$ cat config.mk
export PLATFORM = sky130hd
export DESIGN_NAME = tdm_demux
export DESIGN_NICKNAME = d
export VERILOG_FILES = /design/src/rtl/tdm_demux.sv
export SDC_FILE = /design/constraint.sdc
export NUM_CORES = 1
export LEC_CHECK = 0
export CAP_MARGIN = 20
export CORE_AREA = 4 4 41 43
export DETAILED_ROUTE_END_ITERATION = 7
export DIE_AREA = 0 0 45 47
export GPL_ROUTABILITY_DRIVEN = 0
export PLACE_DENSITY = 0.75
export SYNTH_ARGS = -nofsm -noshare
export SYNTH_HDL_FRONTEND = slang
export SYNTH_SLANG_ARGS = --single-unit
$ cat constraint.sdc
create_clock -name clk -period 2.95 [get_ports clk]
set_clock_uncertainty 0.05 [all_clocks]
set_input_delay 0.59 -clock clk [delete_from_list [all_inputs] [get_ports clk]]
set_output_delay 0.59 -clock clk [all_outputs]
set_load 0.01 [all_outputs]
$ cat src/rtl/tdm_demux.sv
// ---------------------------------------------------------------------------
// tdm_demux
//
// Receive end of a select-counter-driven N:1 time-division link. Serial bits
// arrive one per valid cycle. Slot k of a frame holds bit k of the far-end
// word. The block rebuilds the word, presents it on a registered parallel
// output, and flags frames that are aborted by an early frame_start.
//
// Parameters
//   N  slots per frame and width of Y (N >= 2, any value)
//   P  width of the slot counter / demux select
//
// Ports
//   clk          rising-edge clock
//   rst_n        asynchronous active-low reset
//   din          serial data bit
//   din_valid    din carries a slot bit this cycle
//   frame_start  current valid bit is slot 0 (ignored unless din_valid)
//   Y            last completed word, bit k = slot-k bit
//   y_valid      one-cycle pulse, Y has just been updated
//   slot         index of the next expected slot
//   busy         a frame is in progress
//   frame_err    one-cycle pulse, the frame in progress was aborted
// ---------------------------------------------------------------------------
module tdm_demux #(
    parameter int N = 4,
    parameter int P = $clog2(N)
) (
    input  logic         clk,
    input  logic         rst_n,
    input  logic         din,
    input  logic         din_valid,
    input  logic         frame_start,
    output logic [N-1:0] Y,
    output logic         y_valid,
    output logic [P-1:0] slot,
    output logic         busy,
    output logic         frame_err
);

    typedef enum logic {
        IDLE = 1'b0,
        RECV = 1'b1
    } state_t;

    // The counter wraps at N-1 explicitly, so non-power-of-two N never
    // lets it reach N.
    localparam logic [P-1:0] LAST_SLOT = P'(N - 1);

    state_t         state_q, state_d;
    logic [P-1:0]   slot_q, slot_d;
    logic [N-1:0]   shift_q, shift_d;
    logic [N-1:0]   y_q, y_d;
    logic           y_valid_q, y_valid_d;
    logic           frame_err_q, frame_err_d;

    // Shift-register write port: one bit per valid cycle.
    logic           wr_en;
    logic [P-1:0]   wr_idx;

    // ---------------------------------------------------------------
    // State and datapath registers
    // ---------------------------------------------------------------
    always_ff @(posedge clk or negedge rst_n) begin
        if (!rst_n) begin
            state_q     <= IDLE;
            slot_q      <= '0;
            shift_q     <= '0;
            y_q         <= '0;
            y_valid_q   <= 1'b0;
            frame_err_q <= 1'b0;
        end else begin
            state_q     <= state_d;
            slot_q      <= slot_d;
            shift_q     <= shift_d;
            y_q         <= y_d;
            y_valid_q   <= y_valid_d;
            frame_err_q <= frame_err_d;
        end
    end

    // ---------------------------------------------------------------
    // Next-state logic
    // ---------------------------------------------------------------
    always_comb begin
        state_d = state_q;
        unique case (state_q)
            IDLE: begin
                if (din_valid && frame_start) begin
                    state_d = RECV;
                end
            end
            RECV: begin
                // A mid-frame frame_start restarts the frame and stays in RECV.
                if (din_valid && !frame_start && (slot_q == LAST_SLOT)) begin
                    state_d = IDLE;
                end
            end
            default: state_d = IDLE;
        endcase
    end

    // ---------------------------------------------------------------
    // Output / datapath next values
    // ---------------------------------------------------------------
    always_comb begin
        slot_d      = slot_q;
        y_d         = y_q;
        y_valid_d   = 1'b0;
        frame_err_d = 1'b0;
        wr_en       = 1'b0;
        wr_idx      = slot_q;

        if (din_valid) begin
            if (frame_start) begin
                // Start of a frame; in RECV this also aborts the partial word,
                // leaving Y untouched.
                frame_err_d = (state_q == RECV);
                wr_en       = 1'b1;
                wr_idx      = '0;
                slot_d      = P'(1);
            end else if (state_q == RECV) begin
                if (slot_q == LAST_SLOT) begin
                    // Last slot goes straight to Y; every bit of Y is rewritten,
                    // so stale shift_q bits from an aborted frame never leak out.
                    y_d       = {din, shift_q[N-2:0]};
                    y_valid_d = 1'b1;
                    slot_d    = '0;
                end else begin
                    wr_en  = 1'b1;
                    slot_d = slot_q + P'(1);
                end
            end
            // Valid bits in IDLE without frame_start are dropped silently.
        end
    end

    // Per-bit demux into the shift register.
    genvar gi;
    generate
        for (gi = 0; gi < N; gi++) begin : g_shift
            assign shift_d[gi] = (wr_en && (wr_idx == P'(gi))) ? din : shift_q[gi];
        end
    endgenerate

    assign Y         = y_q;
    assign y_valid   = y_valid_q;
    assign slot      = slot_q;
    assign busy      = (state_q == RECV);
    assign frame_err = frame_err_q;

endmodule

==> out/qor.txt <==
Hold crit path type - reg2reg
Final nets - 63
Worst EP required - 2310 ps
Synth async-reset ratio - 100%
Crit path arrival time - 1320 ps
Number of synthesized flops with an enable pin - 0
Max VDD drop - 0.000372 V
CTS Buffer Depth - 2
Crit path cell chain - clkdlybuf4s50_1
Slew of the pin with the lowest slew margin - 525 ps
Ranking of synthesized cells by area - dfrtp_1 59%, mux2_2 11%, mux2_1 4.4%
Setup TNS - 0 ps
Detailed Route WL - 858 um
Commonest non-fill, non-tap cell in the layout - clkdlybuf4s50_1
Top cell type by total area after synthesis - dfrtp_1
RSZ-0062 raised after global routing - no
Drt initial violations - 1
Top_reg_cell synth - dfrtp_1
Leakage - 0.310 nW
Power per cell area - 898 nW/um2
Final setup fails - 0
Layout cells sized above 1 - 18.2%
Worst Path Buf+Inv - 1
GRT overflow - 0
Sink Count - 12
Synth top area share - 59.0%
WL/cell - 12.3 um
Core area - 1300 um2
Hold_buf cts - 0
CP max-delay cell - clkdlybuf4s50_1
Crit. End Element - primary output
Vias in the first global route - 365
# fillers - 132
Minimum clock period - 1960 ps
Crit share post-route - 66.6%
Max Clk Rate - 509 MHz
Setup crit start kind - flop
R2R Path Start - slot[0]$_DFFE_PN0P_
Post-Syn Area - 509 um2
Logic pwr share - 39.1%
Vias per cell - 4.97
Slew Limit Fails - 0
Flops & latches, synth - 12
Final WS setup - 985 ps
Sw frac - 30.7%
Largest net degree at the start of global routing - 13
Via count - 348
DRC - 0
Worst skew pair latency - 260 ps
Root Buffer Master - clkbuf_4
Synth warn - 0
Clk network pwr share - 15.2%
Syn nets - 46
H-tree depth - 1
Setup WS pre-CTS - 875 ps
Unique cell type count in the Yosys netlist - 18
Gr usage total - 10.6%
Post-route antenna net violation count - 0
Initial Util - 39.1%
Int Pwr - 0.421 mW
ANT cells - 0
Slew margin rel. - 64.9%
Setup CP Type - reg2out
Placed wire-length estimate - 647 um
P_sw - 0.186 mW
Sequential power share - 45.7%
Most frequent cells in the layout - 13 x clkdlybuf4s50_1, 12 x dfrtp_1, 5 x mux2_2
Clock Pin Slew Worst Setup and Hold Paths - 60 ps
Setup bufs post-CTS - 0
Post-synthesis sequential area ratio - 59.0%
Die Width - 45 um
Synthesized instance count - 40
Hold EP - shift_q[1]$_DFFE_PN0P_
Max-cap violations - 0
CP peak stage delay - 590 ps
Hold_sp - shift_q[1]$_DFFE_PN0P_
Status - complete, no violations
Synth Area per Inst - 12.7 um2
Top Ports - 14
Worst R2R Setup Slack - 1380 ps
Hold Crit Depth - 1
DIE AREA - 2120 um2
Reg2Reg Depth - 4
First-pass DRT Iterations - 2
Area Growth Syn to Fin - 32.7%
First-pass GRT wire length - 1570 um
Crit Path Max Fanout - 9
Total CTS buffers - 3
Antenna violations before repair - 0
Die H - 47 um
Port bufs - 13
RR Endpoint - shift_q[0]$_DFFE_PN0P_
Final hold violations - 0
FP Rows - 13
Cell family with most CP delay - buffers and inverters
CTS tree - done
# resized after CTS - 0
==> sequential cells by signal (all words and copies together) (netlist names) <==
name	cells
busy	1
y_valid	1
Y	4
slot	2
frame_err	1
shift_q	3
==> stage by stage <==
stage / utilization (%) / cells / hold WS [ps] / power (mW) / instance area (um2)
global placement: 50.2 / 67 / 429 / 0.515 / 653
global route: 51.9 / 70 / 464 / 0.656 / 676
CTS: 51.9 / 70 / 447 / 0.618 / 676
detailed placement: 50.2 / 67 / 432 / 0.520 / 653
finish: 51.9 / 70 / 442 / 0.607 / 676
floorplan: - / 40 / 244 / 0.398 / 509
==> metal layers <==
layer  wire (um)  global-route usage (%)  vias up
met5           0                       0        -
met4          14                    7.02        0
met3          52                    3.45        2
met2         372                    14.7       11
met1         419                    14.1      162
li1            -                       -      173
==> cell type report <==
| class | instances | area, um2 | area share [%] |
|---|---|---|---|
| clock buffers | 3 | 22.5 | 3.33 |
| inverters | 2 | 7.51 | 1.11 |
| well taps | 15 | 18.8 | 2.78 |
| repair buffers | 13 | 130 | 19.3 |
| flip-flops and latches | 12 | 300 | 44.4 |
| multi-input cells | 25 | 196 | 29.1 |
==> worst max-delay path by stage <==
stage | cells after the start | startpoint | end
2_1_floorplan | 4 | din_valid | Y[0]$_DFFE_PN0P_
3_3_place_gp | 4 | din_valid | Y[0]$_DFFE_PN0P_
3_5_place_dp | 4 | din_valid | Y[0]$_DFFE_PN0P_
4_1_cts | 1 | busy$_DFF_PN0_ | busy
5_1_grt | 1 | busy$_DFF_PN0_ | busy
6_report | 1 | busy$_DFF_PN0_ | busy
==> power by group through the flow <==
stage | Combinational, mW | Sequential (mW) | Clock [mW]
floorplan | 0.108 | 0.290 | 0
global placement | 0.236 | 0.279 | 0
detailed placement | 0.240 | 0.280 | 0
CTS | 0.241 | 0.278 | 0.0990
global route | 0.263 | 0.288 | 0.105
finish | 0.237 | 0.277 | 0.0922
==> kinds of logic after synthesis <==
group,Yosys count,synth area share [%]
flip-flops,12,59.0
AND/OR/NAND/NOR,11,12.0
multiplexers,7,15.5
AO/OA/AOI/OAI,6,8.60
buffers and inverters,3,2.46
adder cells (fa/ha/maj),1,2.46
==> cell usage after synthesis, types with 2 or more instances <==
cell,number
a22o_1,2
dfrtp_1,12
inv_1,2
mux2_1,2
mux2_2,5
nand2_1,2
nand3_1,3
nor2_1,2
(Power assumes the default switching activity.)
